--- src/rtl/chunked_addsub.sv ---
// rtl/chunked_addsub.sv - multi-cycle WIDTH-bit adder/subtractor, CHUNK bits per clock
// One CHUNK-bit ripple slice is reused NCH times with the carry held in a register.
module chunked_addsub #(
    parameter int WIDTH = 32,
    parameter int CHUNK = 4
) (
    input  logic             clk,
    input  logic             rst,
    input  logic             in_valid,
    output logic             in_ready,
    input  logic [WIDTH-1:0] a,
    input  logic [WIDTH-1:0] b,
    input  logic             cin,
    input  logic             sub,
    output logic             out_valid,
    input  logic             out_ready,
    output logic [WIDTH-1:0] sum,
    output logic             cout,
    output logic             ovf
);

    localparam int NCH = WIDTH / CHUNK;
    localparam int KW  = (NCH > 1) ? $clog2(NCH) : 1;
    localparam logic [KW-1:0] LAST = KW'(NCH - 1);

    typedef enum logic [1:0] {IDLE, RUN, DONE} state_t;

    state_t           state;
    state_t           state_next;
    logic [WIDTH-1:0] a_reg;
    logic [WIDTH-1:0] b_reg;
    logic [WIDTH-1:0] sum_reg;
    logic             carry;
    logic [KW-1:0]    k;
    logic             cout_reg;
    logic             ovf_reg;

    logic [CHUNK-1:0] slice_a;
    logic [CHUNK-1:0] slice_b;
    logic [CHUNK-1:0] slice_sum;
    logic             slice_carry;
    logic             slice_ovf;
    logic             accept;

    assign slice_a = a_reg[k*CHUNK +: CHUNK];
    assign slice_b = b_reg[k*CHUNK +: CHUNK];
    assign {slice_carry, slice_sum} = {1'b0, slice_a} + {1'b0, slice_b} + {{CHUNK{1'b0}}, carry};
    // Same-sign operands giving a different-sign result is equivalent to carry-in(MSB) ^ carry-out(MSB).
    assign slice_ovf = (slice_a[CHUNK-1] == slice_b[CHUNK-1]) && (slice_sum[CHUNK-1] != slice_a[CHUNK-1]);

    assign accept    = (state == IDLE) && in_valid;
    assign in_ready  = (state == IDLE);
    assign out_valid = (state == DONE);
    assign sum       = sum_reg;
    assign cout      = cout_reg;
    assign ovf       = ovf_reg;

    always_ff @(posedge clk or posedge rst) begin
        if (rst) begin
            state <= IDLE;
        end else begin
            state <= state_next;
        end
    end

    always_comb begin
        state_next = state;
        case (state)
            IDLE:    if (in_valid) state_next = RUN;
            RUN:     if (k == LAST) state_next = DONE;
            DONE:    if (out_ready) state_next = IDLE;
            default: state_next = IDLE;
        endcase
    end

    always_ff @(posedge clk or posedge rst) begin
        if (rst) begin
            a_reg    <= '0;
            b_reg    <= '0;
            sum_reg  <= '0;
            carry    <= 1'b0;
            k        <= '0;
            cout_reg <= 1'b0;
            ovf_reg  <= 1'b0;
        end else if (accept) begin
            a_reg <= a;
            b_reg <= sub ? ~b : b;
            carry <= cin ^ sub;
            k     <= '0;
        end else if (state == RUN) begin
            sum_reg[k*CHUNK +: CHUNK] <= slice_sum;
            carry <= slice_carry;
            k     <= k + 1'b1;
            if (k == LAST) begin
                cout_reg <= slice_carry;
                ovf_reg  <= slice_ovf;
            end
        end
    end

endmodule

--- config.mk ---
export PLATFORM = sky130hd
export DESIGN_NAME = chunked_addsub
export DESIGN_NICKNAME = d
export VERILOG_FILES = /design/src/rtl/chunked_addsub.sv
export SDC_FILE = /design/constraint.sdc
export NUM_CORES = 1
export LEC_CHECK = 0
export BUFFER_PORTS_ARGS = -buffer_cell sky130_fd_sc_hd__buf_2
export CAP_MARGIN = 40
export CORE_ASPECT_RATIO = 2
export CORE_UTILIZATION = 43
export CTS_CLUSTER_DIAMETER = 80
export DETAILED_ROUTE_END_ITERATION = 10
export PLACE_DENSITY = 0.66
export SLEW_MARGIN = 0
export SYNTH_ARGS = -nofsm -noshare
export SYNTH_HDL_FRONTEND = slang
export SYNTH_SLANG_ARGS = --single-unit
--- constraint.sdc ---
create_clock -name clk -period 8.4 [get_ports clk]
set_input_delay 0.84 -clock clk [delete_from_list [all_inputs] [get_ports clk]]
set_output_delay 0.84 -clock clk [all_outputs]
set_load 0.02 [all_outputs]
=== After elaboration in Yosys (flattened, before gate mapping) ===
Index checks and enable logic that the tools add are counted.

* Eq/ne operators: 8
* Multiply operators: 0
* Shift operators: 4
* Reductions and logical operators: 7
* Div/mod/pow operators: 0
* Bitwise operators: 3
* Mux-type cells: 10
* Order comparisons: 0
* Add/subtract/negate cells: 4

{| class="wikitable"
|+ Operators with widths
! cell !! count
|-
| $shiftx A32 B6 Y4 || 2
|-
| $neg A5 Y34 || 1
|-
| $shift A4 B34 Y32 const A || 1
|-
| $shiftx A4 B34 Y32 || 1
|-
| $bwmux W32 || 1
|-
| $mux W32 || 1
|-
| $not A32 Y32 || 1
|-
| $mux W2 || 3
|-
| $mux W3 || 2
|-
| $pmux W2 S3 || 1
|-
| $reduce_and A3 Y1 || 2
|-
| $add A4 B4 Y5 || 1
|-
| $add A5 B1 Y5 || 1
|-
| $ne A2 B2 Y1 const B || 2
|-
| $add A3 B1 Y3 const B || 1
|-
| $eq A3 B3 Y1 const B || 1
|-
| $eq A2 B1 Y1 const B || 1
|-
| $eq A2 B2 Y1 const B || 1
|-
| $logic_and A1 B1 Y1 || 2
|-
| $logic_not A2 Y1 || 1
|-
| $mux W1 || 2
|-
| $ne A2 B1 Y1 const B || 1
|-
| $reduce_and A2 Y1 || 1
|-
| $reduce_bool A2 Y1 || 1
|-
| 4 further kinds || 4
|}

* Register bits after elaboration: 104
* Input bits: 70
* Output and inout port bits: 36
* Memories: 0
* Memory bits (read-only): 0
* Latch bits: 0
* Bits in writable memories: 0

=== Logic depth before layout (Yosys ltp) ===
* Depth in word-level cells: 5
* Gate-level depth with buffers: 11

=== Least setup slack after synthesis ===
OpenSTA, ideal clock, no wires.

* Kind: reg2reg
* Start: reg k[0]
* End: reg sum_reg[10], in the netlist sum[10]
* Path slack: 5.266 ns
* Data arrival time: 3.010 ns
* Stages on the path, launching flop included: 11
* Clock period less this slack: 3.134 ns
* Library setup time: 0.125 ns
* Path through: dfrtp_1 > buf_4 > buf_4 > mux4_2 > nand2_1 > nand2_1 > fa_1 > fa_1 > xor2_1 > and3_1 > mux2_2

* Cells in the longest elaborated chain, start to end: 5
* Elaborated cells between the ends (all ways): 8

{| class="wikitable"
|+ Ends and longest elaborated chain
! element !! line !! text
|-
| start: declaration || 34 || <nowiki>logic [KW-1:0] k;</nowiki>
|-
| start signal: assignment || 93 || <nowiki>k <= k + 1'b1;</nowiki>
|-
| $shiftx A32 B6 Y4 (on tied branches) || 45, 46 ||
|-
| $add A4 B4 Y5 || 47 || <nowiki>assign {slice_carry, slice_sum} = {1'b0, slice_a} + {1'b0, slice_b} + {{CHUNK{1'b0}}, carry};</nowiki>
|-
| $add A5 B1 Y5 || 47 ||
|-
| $shiftx A4 B34 Y32 || 91 || <nowiki>sum_reg[k*CHUNK +: CHUNK] <= slice_sum;</nowiki>
|-
| $bwmux W32 * || 91 ||
|-
| end signal: indexed assignment || 91 ||
|-
| end: declaration || 32 || <nowiki>logic [WIDTH-1:0] sum_reg;</nowiki>
|}

Every way passes the cells marked *; elsewhere a longest branch is shown, timed or not.
A chain may end at the register's enable or synchronous reset.

=== Worst setup path after layout ===
* Start: reg k[0]
* End: reg sum_reg[7], in the netlist sum[7]

The elaborated chain is that of the path after synthesis.

==> qor.yml <==
rsz0062_at_grt: "no"
grt_overflow: 0
crit_family: "compound AO/OA/AOI/OAI gates"
io_pins: 106
slew_headroom: 0.414
cts_buffer_depth: 2
htreeDepth: 3
routed_wl_um: 11400
cpMostUsedCell: "nand2_1"
layout_commonest_cell: "nand2_1"
seqCellArea_um2: 2600
fin_crit_ns: 3.21
grt_max_degree: 101
area_delta_synth_final_pct: 19.4
clkSlewWorstSetupHoldPaths_ns: 0.07
yosysWarnings: 0
drtIter0Drc: 179
diodes: 0
drc: 0
end_kind: "flop"
slew_viol_final: 0
placed_cell_area_um2: 5750
final_cell_mix: "nand2_1 (160), buf_2 (105), dfrtp_1 (104), o21ai_0 (36), xnor2_1 (35)"
die_y_um: 155
cp_slowest_cell: "xor2_1"
drive_above_1_share: 0.291
cp-start-kind: "flop"
final_antenna_net_count: 0
ys_ff_latch: 104
holdBufCountCts: 0
dr.pass1.iters: 4
cts_buffers: 9
n_fill_cell: 1048
syn_inst: 481
multi_input_area_um2: 2290
grt_pass1_vias: 3813
initial_core_util: 0.445
routabilityCongestion: 0.812
setup_viol: 0
min_period_over_period: 0.382
finClkSkew_ns: 0.00879
hold_violations: 0
max_freq_mhz: 312
routed_via_density: 5.06
synth_ff_type: "dfrtp_1"
cts.repair.resized: 0
clock_sinks: 104
synth-edff-count: 0
vias: 3653
synth_fp_nets: 563
synth-async-reset-ratio: 1.00
dp.final_hpwl_um: 8850
power.total_mw: 2.49
synth_cell_types: 37
avgSynthCellArea_um2: 10.5
p_leak_nw: 3.06
path_buf_inv: 1
syn_area_um2: 5050
criticalPathCategory: "reg -> reg"
worst_pin_slew_ns: 0.878
synth_area_leaders: "dfrtp_1 (51%), nand2_1 (12%), mux4_2 (6.2%), xnor2_1 (6.1%), mux2_2 (5.3%)"
path_cells: "buf_4 > mux4_2 > nand2_1 > nand2_1 > fa_1 > a21o_1 > a21oi_1 > xor2_1 > o31ai_1"
row_count: 55
coreArea_um2: 11400
worstPathMaxFanout: 26
fin_area_um2: 6030
synth.largest_area_cell: "dfrtp_1"
antenna_found_initial: 0
hold_ws_ns: 0.441
avgRoutedWirePerCell_um: 15.8
root_buffer: "clkbuf_16"
insertion_delay_ns: 0.33
yosys.area.top_type_share: 0.515
power_density_nw_per_um2: 413
die_x_um: 78.7
fin_setup_tns_ns: 0
status: "completed"
synth-seq-area-share: 0.515
final_util: 0.531
grt_usage: 0.205
worstPathRequired_ns: 8.59
cp.arrival_ns: 3.40
dieArea_um2: 12200
cp_slowest_stage_delay_ns: 0.60
cap_violations: 0
postCtsSetupBuffers: 0
port_buffers: 105
peakVddDrop_uv: 214
min_path_type: "in -> async"
nets: 657
cts_tree: "yes"
grt_pass1_wl_um: 18900
[per-layer routing]
| metal | GRT usage | up-vias | share of wire |
|---|---|---|---|
| met5 | 0 | - | 0 |
| met4 | 0.109 | 0 | 0.039 |
| met3 | 0.0229 | 22 | 0.027 |
| met2 | 0.392 | 86 | 0.58 |
| met1 | 0.210 | 1754 | 0.35 |
| li1 | - | 1791 | - |
[synth_stat cells (6+ instances only)]
| master | instances |
|---|---|
| and3_1 | 6 |
| buf_2 | 6 |
| nand2_1 | 161 |
| o21ai_0 | 36 |
| ha_1 | 10 |
| clkbuf_1 | 20 |
| nand3_1 | 6 |
| inv_1 | 11 |
| mux4_2 | 14 |
| dfrtp_1 | 104 |
| mux2_2 | 24 |
| xnor2_1 | 35 |
[where the power goes]
part,total [mW],internal [mW],switching (mW),leakage [nW]
clock network,0.395,0.225,0.170,0.139
logic,1.23,0.516,0.717,1.60
registers,0.861,0.720,0.141,1.33
total,2.49,1.46,1.03,3.06
[per-stage QoR]
step / cells / setup WS [ns]
after global routing: 722 / 4.90
after CTS: 722 / 5.14
final: 722 / 5.19
after floorplan: 481 / 4.83
after detailed placement: 706 / 5.15
after global placement: 703 / 5.12
[cells by family after synthesis]
logic type	after synthesis	synth area share
AO/OA/AOI/OAI	51	0.0564
buffers and inverters	40	0.0327
XOR/XNOR	37	0.0641
multiplexers	42	0.130
flip-flops	104	0.515
AND/OR/NAND/NOR	195	0.169
adder cells (fa/ha/maj)	12	0.0327
[final cells by class]
type,count,area share
repair buffers,111,0.104
clock buffers,14,0.0454
flip-flops and latches,104,0.431
well taps,142,0.0294
inverters,12,0.00788
clock inverters,2,0.00207
multi-input cells,337,0.379
[worst reg2reg max path, delay by kind of cell (launching register included)]
family / cells / cell delay [ns]
multiplexers: 1 / 0.57
AO/OA/AOI/OAI: 3 / 0.62
flip-flops: 1 / 0.32
adder cells (fa/ha/maj): 1 / 0.44
buffers and inverters: 1 / 0.37
AND/OR/NAND/NOR: 2 / 0.16
XOR/XNOR: 1 / 0.60
[final timing paths]
path,cells after the start,start,end,slack (ns)
setup reg to reg,9,k[0]$_DFFE_PP0P_,sum[7]$_DFFE_PP0P_,5.19
min in group clk,2,a_reg[11]$_DFFE_PP0P_,a_reg[11]$_DFFE_PP0P_,0.47
hold reg to reg,2,a_reg[11]$_DFFE_PP0P_,a_reg[11]$_DFFE_PP0P_,0.47
hold / removal,2,rst,sum[8]$_DFFE_PP0P_,0.44
setup / recovery,9,k[0]$_DFFE_PP0P_,sum[7]$_DFFE_PP0P_,5.19
max in group asynchronous,4,rst,a_reg[19]$_DFFE_PP0P_,6.99
Power figures use the tool's default switching activity.
